--- config.mk ---
export PLATFORM = sky130hd
export DESIGN_NAME = wb_regfile
export DESIGN_NICKNAME = d
export VERILOG_FILES = /design/src/rtl/wb_regfile_pkg.sv /design/src/rtl/wb_regfile_load_formatter.sv /design/src/rtl/wb_regfile.sv
export SDC_FILE = /design/constraint.sdc
export NUM_CORES = 2
export LEC_CHECK = 0
export ABC_AREA = 1
export CAP_MARGIN = 20
export CELL_PAD_IN_SITES_DETAIL_PLACEMENT = 0
export CELL_PAD_IN_SITES_GLOBAL_PLACEMENT = 1
export CORE_MARGIN = 8
export CORE_UTILIZATION = 48
export CTS_BUF_LIST = sky130_fd_sc_hd__clkbuf_4
export DETAILED_ROUTE_END_ITERATION = 10
export GPL_TIMING_DRIVEN = 1
export PLACE_DENSITY_LB_ADDON = 0.1
export SYNTH_ARGS = -nofsm -noshare
export SYNTH_HDL_FRONTEND = slang
export SYNTH_SLANG_ARGS = --single-unit
--- constraint.sdc ---
create_clock -name clk -period 4.25 [get_ports clk]
set_input_delay 1.0625 -clock clk [delete_from_list [all_inputs] [get_ports clk]]
set_output_delay 1.0625 -clock clk [all_outputs]
set_load 0.005 [all_outputs]
--- src/rtl/wb_regfile_pkg.sv ---
// Shared core package: datapath width, register count and the RV32I load
// funct3 encodings used by the writeback stage and the pipeline registers.
package wb_regfile_pkg;

    localparam int unsigned XLEN = 32;
    localparam int unsigned NREG = 32;
    localparam int unsigned REGW = $clog2(NREG);

    // RV32I load funct3 encodings; 011, 110 and 111 are unused and read as LW.
    typedef enum logic [2:0] {
        LB  = 3'b000,
        LH  = 3'b001,
        LW  = 3'b010,
        LBU = 3'b100,
        LHU = 3'b101
    } load_funct3_e;

endpackage

--- src/rtl/wb_regfile_load_formatter.sv ---
// load_formatter: purely combinational load-data formatter.
//   word     - raw aligned memory word
//   funct3   - RV32I load type
//   byte_off - load address bits [1:0]
//   value    - sign/zero-extended load result
// Halfword loads use byte_off[1] only; misalignment is not trapped here.
module load_formatter
    import wb_regfile_pkg::*;
(
    input  logic [XLEN-1:0] word,
    input  logic [2:0]      funct3,
    input  logic [1:0]      byte_off,
    output logic [XLEN-1:0] value
);

    logic [7:0]  byte_sel;
    logic [15:0] half_sel;

    always_comb begin
        byte_sel = word[{byte_off, 3'b000} +: 8];
        half_sel = byte_off[1] ? word[31:16] : word[15:0];
        case (funct3)
            LB:      value = {{24{byte_sel[7]}}, byte_sel};
            LH:      value = {{16{half_sel[15]}}, half_sel};
            LBU:     value = {24'd0, byte_sel};
            LHU:     value = {16'd0, half_sel};
            default: value = word;
        endcase
    end

endmodule

--- src/rtl/wb_regfile.sv ---
// wb_regfile: writeback stage with the integer register file and the
// retired-instruction counter.
//   clk, rst        - rising-edge clock, synchronous active-high reset
//   en              - stage enable; 0 stalls (no writes, no retire, no bypass)
//   wb_data_in      - ALU result or raw memory word
//   wb_sel          - 1 selects formatted load data, 0 the ALU result
//   reg_we, rd      - register write request and destination
//   load_funct3     - load type; byte_off - load address bits [1:0]
//   retire_valid    - an instruction retires this cycle
//   rs1/rs2_addr    - read indices; rs1/rs2_data - combinational read data
//   wb_value        - formatted value presented for write this cycle
//   instret         - 64-bit retired-instruction counter
module wb_regfile
    import wb_regfile_pkg::*;
(
    input  logic            clk,
    input  logic            rst,
    input  logic            en,
    input  logic [XLEN-1:0] wb_data_in,
    input  logic            wb_sel,
    input  logic            reg_we,
    input  logic [REGW-1:0] rd,
    input  logic [2:0]      load_funct3,
    input  logic [1:0]      byte_off,
    input  logic            retire_valid,
    input  logic [REGW-1:0] rs1_addr,
    input  logic [REGW-1:0] rs2_addr,
    output logic [XLEN-1:0] rs1_data,
    output logic [XLEN-1:0] rs2_data,
    output logic [XLEN-1:0] wb_value,
    output logic [63:0]     instret
);

    logic [XLEN-1:0] regs [NREG];
    logic [63:0]     instret_q;
    logic [XLEN-1:0] load_value;
    logic            wr_active;

    load_formatter u_fmt (
        .word     (wb_data_in),
        .funct3   (load_funct3),
        .byte_off (byte_off),
        .value    (load_value)
    );

    assign wb_value  = wb_sel ? load_value : wb_data_in;
    assign wr_active = en && reg_we && (rd != '0);
    assign instret   = instret_q;

    always_ff @(posedge clk) begin
        if (rst) begin
            for (int unsigned i = 0; i < NREG; i++) begin
                regs[i] <= '0;
            end
            instret_q <= '0;
        end else if (en) begin
            if (wr_active) begin
                regs[rd] <= wb_value;
            end
            if (retire_valid) begin
                instret_q <= instret_q + 64'd1;
            end
        end
    end

    // x0 is forced to zero on read; the bypass never triggers for rd=0.
    always_comb begin
        if (rs1_addr == '0)
            rs1_data = '0;
        else if (wr_active && (rs1_addr == rd))
            rs1_data = wb_value;
        else
            rs1_data = regs[rs1_addr];

        if (rs2_addr == '0)
            rs2_data = '0;
        else if (wr_active && (rs2_addr == rd))
            rs2_data = wb_value;
        else
            rs2_data = regs[rs2_addr];
    end

endmodule

==> impl_metrics.toml <==
[logic_synthesis]
ys_seq_elements = 1088
yosys.area.top_type_share_pct = 50.15
syn_area_per_cell_um2 = 7.798
synth_warnings = 0
synth.area.top_cells = "edfxtp_1 (50%), nand3_1 (15%), nand2_1 (15%)"
async_reset_ff_share_pct = 0
post-synth-top-count-cell = "nand2_1"
synth_top_flop_cell = "edfxtp_1"
syn_area_um2 = 61320
seq_area_frac_synth_pct = 52.24
synth_common_cells = "nand2_1 (2470), nand3_1 (1894), edfxtp_1 (1024)"
yosys.area.top_type = "edfxtp_1"
synth_cells = 7863
synth_cell_types = 36
synth-edff-count = 1024

[global_route]
first_global_vias = 60070
grt_overflow = 0
antenna_found_initial = 15
grt_usage_pct = 38.02
grt_pass1_wl_um = 396800
grt_max_degree = 246

[sta]
hold_viol = 0
period_needed_ns = 4.227
clock_skew_ns = 0.05215
slew-limit-headroom_pct = 4.930
fin_crit_sh_pct = 99.46
fmax_mhz = 236.6
drv_slew = 0
setup-violations-final = 0
tightest_slew_ns = 1.426
hold_ws_ns = 0.2186
setup_ws_ns = 0.02287
rsz0062_at_grt = "yes"

[drt]
avgViaCountPerCell = 6.186
ant_nets = 0
drc = 0
drt_wl_total_um = 277200
drt-initial-drc-count = 9385
routedWlPerCell_um = 27.12
drtPass1Iterations = 9
num_vias = 63250

[power]
p_leak_uw = 0.03024
powerDensity_nw_per_um2 = 359.4
peakVddDrop_v = 0.0003138

[min_path]
holdPathStages = 2
hold_start = "rst"
min_to = "instret[23]$_SDFFE_PP0P_"
hp-class = "in2reg"

[die]
die-area_um2 = 139400
coreArea_um2 = 127200
die_width_um = 373.4
dieHeight_um = 373.4
ioPinCount = 218
rows = 131
initial_core_util_pct = 48.21

[worst_setup_path]
setup.worst_path.start = "wb_data_in[23]"
reg2reg_depth = 11
path_class = "in2out"
crit_arrival_ns = 3.16
critPathLaunchType = "primary input"
crit_path_end_kind = "output port"
critPathRequiredTime_ns = 3.19
reg2reg_slack_ns = 1.84
r2r-start = "instret[0]$_SDFFE_PP0P_"
path_max_fanout = 8
reg2reg_to = "instret[54]$_SDFFE_PP0P_"

[cts]
path_clk_slew_ns = 0.06
insertion_delay_ns = 1.32
cts_buffer_depth = 4
htreeDepth = 5
cts_tree = "yes"
ctsHoldBuffers = 0
cts_num_sinks = 1088
cts_buffers = 317
clockRootBuffer = "clkbuf_4"

[placed_design]
placed_area_um2 = 69910
post-place-cells = 9645
preCtsSetupSlack_ns = -0.4433
place_congestion = 0.9654
port_buffers = 217
dp_hpwl_um = 171900

[final_layout]
layoutNonFillerInstCount = 10220
syn_to_final_growth_pct = 21.08
fill_cells = 11750
final_nets = 8399
layout-drive-gt1-share_pct = 15.18
final_area_um2 = 74240

[job]
max-cap-violations = 0

[run_status]
status = "complete, no violations"
==> report_power, final <==
part	total [µW]	internal, µW	leakage, µW	switching, µW
sequential	12500	12200	0.0103	278
clock	9590	4900	0.00224	4680
combinational	4580	1530	0.0177	3050
==> registers in the layout, summed over array words and instances (netlist names) <==
register and cells:
instret 64, regs 1024
==> cell families (layout without fill, tap and decap cells) <==
| family | Yosys count | in the layout | share of synthesized area, % |
|---|---|---|---|
| simple gates | 5146 | 5146 | 35.66 |
| xor+xnor | 11 | 11 | 0.1571 |
| buf+inv | 906 | 1557 | 5.981 |
| flops | 1088 | 1088 | 52.24 |
| other cells | 1 | 49 | 0.006116 |
| fa+ha+maj | 1 | 1 | 0.02040 |
| compound gates | 710 | 710 | 5.936 |
==> per-layer routing <==
| metal | global-route usage (%) | part of all wire, % |
|---|---|---|
| met5 | 0 | 0.013 |
| met4 | 23.41 | 6.7 |
| met3 | 12.23 | 14 |
| met2 | 56.01 | 42 |
| met1 | 48.56 | 37 |
==> worst max path at each step <==
stage,to,slack (ns),cells past startpoint
after floorplan,rs2_data[30],0.72,10
after global placement,rs2_data[30],-0.47,11
after detailed placement,regs[18][31]$_SDFFCE_PN0P_,-0.44,10
after CTS,rs2_data[10],-0.004,13
after global routing,rs2_data[5],-0.03,16
final,rs1_data[9],0.02,15
==> repair_timing <==
item	4_1_cts	5_1_grt
buffers inserted	28	11
cloned	2	0
resized for setup	194	71
endpoints found under the setup margin	92	64
pin swaps	20	15
==> critical path: stages <==
cell,delay [ns]
clkdlybuf4s50_1,0.48
buf_6,0.12
inv_1,0.06
nand2_2,0.09
o21ai_4,0.09
o21ai_2,0.18
nand2_2,0.11
buf_8,0.17
nand2_2,0.08
o21ai_4,0.08
buf_12,0.14
a21oi_1,0.14
nand2_1,0.07
inv_1,0.07
clkdlybuf4s15_1,0.21
==> placed cells by master (no fill, tap or decap), types with 5 or more instances in the layout <==
cell type | synthesis | layout
a21oi_1 | 571 | 564
inv_1 | 178 | 162
nor3_1 | 26 | 25
xnor2_1 | 6 | 5
nor2_1 | 715 | 711
nand3_2 | 0 | 14
edfxtp_1 | 1024 | 1024
nand4_1 | 18 | 18
diode_2 | 0 | 17
conb_1 | 1 | 32
a31oi_1 | 29 | 29
nand2_4 | 0 | 8
buf_4 | 0 | 417
buf_12 | 0 | 197
o21ai_1 | 12 | 7
clkbuf_2 | 0 | 13
xor2_1 | 5 | 5
buf_6 | 3 | 19
o21ai_0 | 78 | 69
clkinv_1 | 2 | 55
o211ai_1 | 11 | 11
or2_2 | 5 | 5
nand2_2 | 2 | 78
clkbuf_4 | 0 | 459
nor4_1 | 5 | 5
o21a_1 | 5 | 5
a21oi_2 | 0 | 7
dfxtp_1 | 64 | 64
o21ai_4 | 0 | 10
buf_8 | 0 | 7
inv_2 | 7 | 18
nand3_1 | 1894 | 1880
clkdlybuf4s50_1 | 0 | 106
clkinv_2 | 0 | 7
dlymetal6s2s_1 | 0 | 7
nand2_1 | 2470 | 2384
dlygate4sd2_1 | 0 | 68
==> layout make-up <==
type                       count  area [µm²]  share of cell area [%]
antenna                       17       42.54                 0.05730
inverter                     187       755.7                   1.018
clock buffer                 459        3446                   4.641
timing repair buffer         846        9356                   12.60
multi-input combinational   5900       26280                   35.40
clock inverter                65       250.2                  0.3371
sequential                  1088       32030                   43.14
tap                         1662        2079                   2.801
==> through the flow <==
step | setup TNS [ns] | util, % | total power, µW
2_1_floorplan | 0 | - | 14810
3_3_place_gp | -113.42 | 54.96 | 17130
3_5_place_dp | -123.51 | 54.96 | 17160
4_1_cts | -0.003573 | 58.23 | 26610
5_1_grt | -0.2601 | 58.34 | 27600
6_report | 0 | 58.37 | 26680
Note: power is estimated with default switching activity, not from simulation.
